### src/rtl/jk_arb_pkg.sv
`default_nettype none
// ============================================================================
//  Module      : jk_arb_pkg
//  Description : Shared JK-command encodings and arbiter FSM state type.
//  Revision    : 1.0  initial release
// ============================================================================
package jk_arb_pkg;

    // Command encoding, bit 1 = J, bit 0 = K
    localparam logic [1:0] OP_HOLD = 2'b00;
    localparam logic [1:0] OP_CLR  = 2'b01;
    localparam logic [1:0] OP_SET  = 2'b10;
    localparam logic [1:0] OP_TGL  = 2'b11;

    typedef enum logic [1:0] {
        IDLE  = 2'd0,
        APPLY = 2'd1,
        RESP  = 2'd2
    } state_e;

endpackage : jk_arb_pkg
`default_nettype wire

### src/rtl/jk_ff.sv
`default_nettype none
// ============================================================================
//  Module      : jk_ff
//  Description : Single JK flip-flop with synchronous active-high reset.
//  Revision    : 1.0  initial release
// ============================================================================
module jk_ff
    import jk_arb_pkg::*;
(
    input  logic clk,
    input  logic rst,
    input  logic j,
    input  logic k,
    output logic q
);

    // JK update: hold, clear, set or toggle depending on {j,k}
    always_ff @(posedge clk) begin
        if (rst) begin
            q <= 1'b0;
        end else begin
            case ({j, k})
                OP_CLR:  q <= 1'b0;
                OP_SET:  q <= 1'b1;
                OP_TGL:  q <= ~q;
                default: q <= q;
            endcase
        end
    end

endmodule : jk_ff
`default_nettype wire

### src/rtl/jk_bank_arbiter.sv
`default_nettype none
// ============================================================================
//  Module      : jk_bank_arbiter
//  Description : Two-requester arbiter driving a shared bank of JK flops.
//                Each accepted command runs IDLE -> APPLY -> RESP.
//                Build option: JK_ARB_RR_EN selects round-robin tie-break;
//                without it requester 0 always wins a tie.
//  Revision    : 1.0  initial release
// ============================================================================
module jk_bank_arbiter
    import jk_arb_pkg::*;
#(
    parameter int NUM_FF = 4,
    parameter int ADDR_W = 2
) (
    input  logic              clk,
    input  logic              rst,
    input  logic              req0_valid,
    output logic              req0_ready,
    input  logic [ADDR_W-1:0] req0_addr,
    input  logic [1:0]        req0_op,
    input  logic              req1_valid,
    output logic              req1_ready,
    input  logic [ADDR_W-1:0] req1_addr,
    input  logic [1:0]        req1_op,
    output logic [NUM_FF-1:0] q,
    output logic              done,
    output logic              done_id
);

    state_e            state_q, state_d;
    logic [ADDR_W-1:0] addr_q, addr_d;
    logic [1:0]        op_q, op_d;
    logic              id_q, id_d;
    logic              last_grant_q, last_grant_d;

    logic              grant_vld;
    logic              grant_id;

    // Grant selection; only offered in IDLE and never while reset is high
    always_comb begin
        grant_vld = 1'b0;
        grant_id  = 1'b0;
        if (state_q == IDLE && !rst) begin
            if (req0_valid && req1_valid) begin
                grant_vld = 1'b1;
`ifdef JK_ARB_RR_EN
                grant_id  = ~last_grant_q;
`else
                grant_id  = 1'b0;
`endif
            end else if (req0_valid) begin
                grant_vld = 1'b1;
                grant_id  = 1'b0;
            end else if (req1_valid) begin
                grant_vld = 1'b1;
                grant_id  = 1'b1;
            end
        end
    end

    assign req0_ready = grant_vld & ~grant_id;
    assign req1_ready = grant_vld &  grant_id;
    assign done_id    = id_q;

    // Next-state, command capture and completion pulse
    always_comb begin
        state_d      = state_q;
        addr_d       = addr_q;
        op_d         = op_q;
        id_d         = id_q;
        last_grant_d = last_grant_q;
        done         = 1'b0;
        case (state_q)
            IDLE: begin
                if (grant_vld) begin
                    state_d      = APPLY;
                    addr_d       = grant_id ? req1_addr : req0_addr;
                    op_d         = grant_id ? req1_op   : req0_op;
                    id_d         = grant_id;
                    last_grant_d = grant_id;
                end
            end
            APPLY: state_d = RESP;
            RESP: begin
                state_d = IDLE;
                done    = ~rst;
            end
            default: state_d = IDLE;
        endcase
    end

    // State and latched-command registers
    always_ff @(posedge clk) begin
        if (rst) begin
            state_q      <= IDLE;
            addr_q       <= '0;
            op_q         <= OP_HOLD;
            id_q         <= 1'b0;
            last_grant_q <= 1'b1;
        end else begin
            state_q      <= state_d;
            addr_q       <= addr_d;
            op_q         <= op_d;
            id_q         <= id_d;
            last_grant_q <= last_grant_d;
        end
    end

    // One flop per bank slot; an out-of-range address matches no slot,
    // so it degenerates to a hold without extra logic.
    generate
        for (genvar i = 0; i < NUM_FF; i++) begin : g_ff
            logic sel;
            assign sel = (state_q == APPLY) && (addr_q == ADDR_W'(i));

            jk_ff u_ff (
                .clk (clk),
                .rst (rst),
                .j   (sel & op_q[1]),
                .k   (sel & op_q[0]),
                .q   (q[i])
            );
        end
    endgenerate

endmodule : jk_bank_arbiter
`default_nettype wire

### config.mk
export PLATFORM = sky130hd
export DESIGN_NAME = jk_bank_arbiter
export DESIGN_NICKNAME = d
export VERILOG_FILES = /design/src/rtl/jk_arb_pkg.sv /design/src/rtl/jk_ff.sv /design/src/rtl/jk_bank_arbiter.sv
export SDC_FILE = /design/constraint.sdc
export NUM_CORES = 1
export LEC_CHECK = 0
export CORE_AREA = 2 2 39 41
export CTS_BUF_LIST = sky130_fd_sc_hd__clkbuf_8 sky130_fd_sc_hd__clkbuf_16
export DETAILED_ROUTE_END_ITERATION = 12
export DIE_AREA = 0 0 41 43
export HOLD_SLACK_MARGIN = 0.15
export PLACE_DENSITY_LB_ADDON = 0.25
export SLEW_MARGIN = 20
export SYNTH_ARGS = -nofsm -noshare
export SYNTH_HDL_FRONTEND = slang
export SYNTH_SLANG_ARGS = --single-unit
### constraint.sdc
create_clock -name clk -period 3.2 [get_ports clk]
set_input_delay 0.96 -clock clk [delete_from_list [all_inputs] [get_ports clk]]
set_output_delay 0.96 -clock clk [all_outputs]
set_load 0.02 [all_outputs]
==> results_dict.tcl <==
set metrics [dict create \
    post_cts_resized 3 \
    final_area_um2 774.5 \
    synth-seq-cells 11 \
    synth-main-ff-cell "dfxtp_1" \
    drc 0 \
    yosysWarnings 0 \
    drive_gt1_frac 0.1410 \
    cts_tree "done" \
    finalNonFillerCells 94 \
    dp_cells 90 \
    core-area_mm2 0.001384 \
    ant_nets 0 \
    path_max_fanout 2 \
    io_pins 20 \
    grt_max_degree 10 \
    grt_pass1_wl_um 1842 \
    critPathCaptureType "output pin" \
    antenna_found_initial 0 \
    die_area_mm2 0.001763 \
    h-tree-depth 1 \
    place_area_um2 733.2 \
    ctsHoldBuffers 0 \
    syn_area_um2 513.0 \
    period_share 0.9350 \
    synth_common_cells "dfxtp_1 (11), inv_1 (6), a221oi_1 (4), buf_4 (4), o22ai_1 (4)" \
    rows 14 \
    wl_per_cell_um 11.30 \
    cap_violations 0 \
    route.met2.wl_um 545 \
    vias 496 \
    required_ps 2240 \
    ys_async_sr_fraction 0 \
    yosysUniqueCellTypes 24 \
    clock.fmax_mhz 334.2 \
    synth_area_per_cell_um2 9.500 \
    ir_worst_vdd_mv 0.2025 \
    cts_setup_buffers 0 \
    top_layer "met4" \
    hpwl_um 863.8 \
    synth_edf_count 0 \
    cpMaxStageDelayCell "clkdlybuf4s50_1" \
    yosys.area.top_type "dfxtp_1" \
    hold_class "reg2reg" \
    gp_congestion 0.7320 \
    hold_viol_final 0 \
    totalWireLength_um 1062 \
    cp.arrival_ps 2030 \
    port_buffers 19 \
    leakagePower_nw 0.3071 \
    syn-instance-count 54 \
    grt_setup_unrepaired "false" \
    synthesis.nets 66 \
    skew_ps 4.991 \
    grt_pass1_vias 465 \
    cp_top_family "buffers and inverters" \
    critical_path_class "in2out" \
    max_slew_margin 0.7906 \
    yosysMostFrequentCell "dfxtp_1" \
    path_clk_slew_ps 50 \
    yosys-top-cells-area "dfxtp_1 (43%), a221oi_1 (6.8%), buf_4 (5.9%)" \
    p_per_area_mw_per_mm2 454.2 \
    fin_crit_ps 2992 \
    clock_latency_ps 230 \
    cts_made_buffers 3 \
    die_h_um 43 \
    drt_iter0_markers 15 \
    setup_viol 0 \
    route.met3.wl_um 62 \
    cts.sinks 11 \
    path_cells "clkdlybuf4s50_1, nand2b_1, nor4_1, dlygate4sd2_1" \
    synth_top_area_share 0.4293 \
    vias_per_cell 5.277 \
    drt-met1-wl_um 444 \
    status "finished, final reports clean" \
    n_antenna_cell 0 \
    start_util 0.3707 \
    worst-path-buf-inv 2 \
    ys_seq_area_frac 0.4293 \
    final_nets 91 \
    cts-root-buf "clkbuf_8" \
    clk_path_buf_depth 2 \
    grt_util_all_layers 0.1586 \
    dieWidth_um 41 \
    maxSlewViolCount 0 \
    max_stage_delay_ps 410 \
    area_growth_pct 50.98 \
    crit_path_start_kind "input port" \
    dr.pass1.iters 4 \
    tightestPinTransition_ps 310.1 \
    gr-total-overflow 0 \
]
==> area by class of cell <==
| type | instances | area, um^2 |
|---|---|---|
| clock buffers | 3 | 41.29 |
| inverters | 6 | 22.52 |
| fillers | 144 | 609.3 |
| multi-input cells | 32 | 235.2 |
| well taps | 16 | 20.02 |
| repair buffers | 25 | 231.5 |
| clock inverters | 1 | 3.754 |
| flip-flops and latches | 11 | 220.2 |
==> registers in the layout (all words and copies together), names as in the netlist <==
name / flops
addr_q: 2
g_ff.u_ff.q: 4
state_q: 2
op_q: 2
done_id: 1
==> where the power goes <==
group	switching, mW	leakage (nW)	internal (mW)
clock	0.0480	0.0269	0.0839
combinational	0.0277	0.190	0.0345
sequential	0.0105	0.0903	0.147
total	0.0862	0.307	0.266
==> cells in the final DEF (no fill, tap or decap), drive strengths merged, types with 2 or more instances in the layout <==
master | netlist | layout
dfxtp | 11 | 11
clkbuf | 0 | 3
nor3 | 2 | 2
buf | 5 | 6
dlygate4sd2 | 0 | 3
inv | 6 | 7
nor3b | 2 | 2
clkdlybuf4s50 | 0 | 16
a221oi | 4 | 4
o32ai | 2 | 2
nand2b | 2 | 2
o22ai | 4 | 4
o311ai | 2 | 2
nand2 | 3 | 3
==> tightest hold or removal path: stages, from the launching register on <==
cell	delay (ps)
dfxtp_1	300
inv_1	50
a221oi_1	60
==> path summary, 6_finish.rpt <==
check / end / from / slack [ps] / cells after the start
setup / recovery: req1_ready / req0_valid / 210 / 4
hold reg to reg: op_q[0] / op_q[0] / 460 / 2
setup reg to reg: g_ff[3].u_ff.q / state_q[0] / 1980 / 3
hold / removal: op_q[0] / op_q[0] / 460 / 2
==> per-layer routing <==
layer / GRT usage / up-vias
met3: 0.04712 / 2
met4: 0.1000 / 0
li1: - / 254
met5: 0 / -
met1: 0.1770 / 225
met2: 0.2469 / 15
==> cells by family (layout without fill, tap and decap cells) <==
group | after synthesis | count (layout) | share of synthesized area
compound gates | 18 | 18 | 0.2707
buf+inv | 11 | 35 | 0.1122
flops | 11 | 11 | 0.4293
simple gates | 14 | 14 | 0.1878
==> metrics by stage <==
step	utilization	TNS, ps	hold WS, ps	power [mW]	setup WS, ps
3_5_place_dp	0.5298	-205.4	452.2	0.2241	-114.1
4_1_cts	0.5597	0	459.8	0.3563	186.2
3_3_place_gp	0.5298	-179.4	446.7	0.2235	-99.28
6_report	0.5597	0	459.2	0.3518	207.9
2_1_floorplan	-	0	434.3	0.1915	433.1
5_1_grt	0.5597	0	491.6	0.3696	110.2
(Power assumes the default switching activity.)
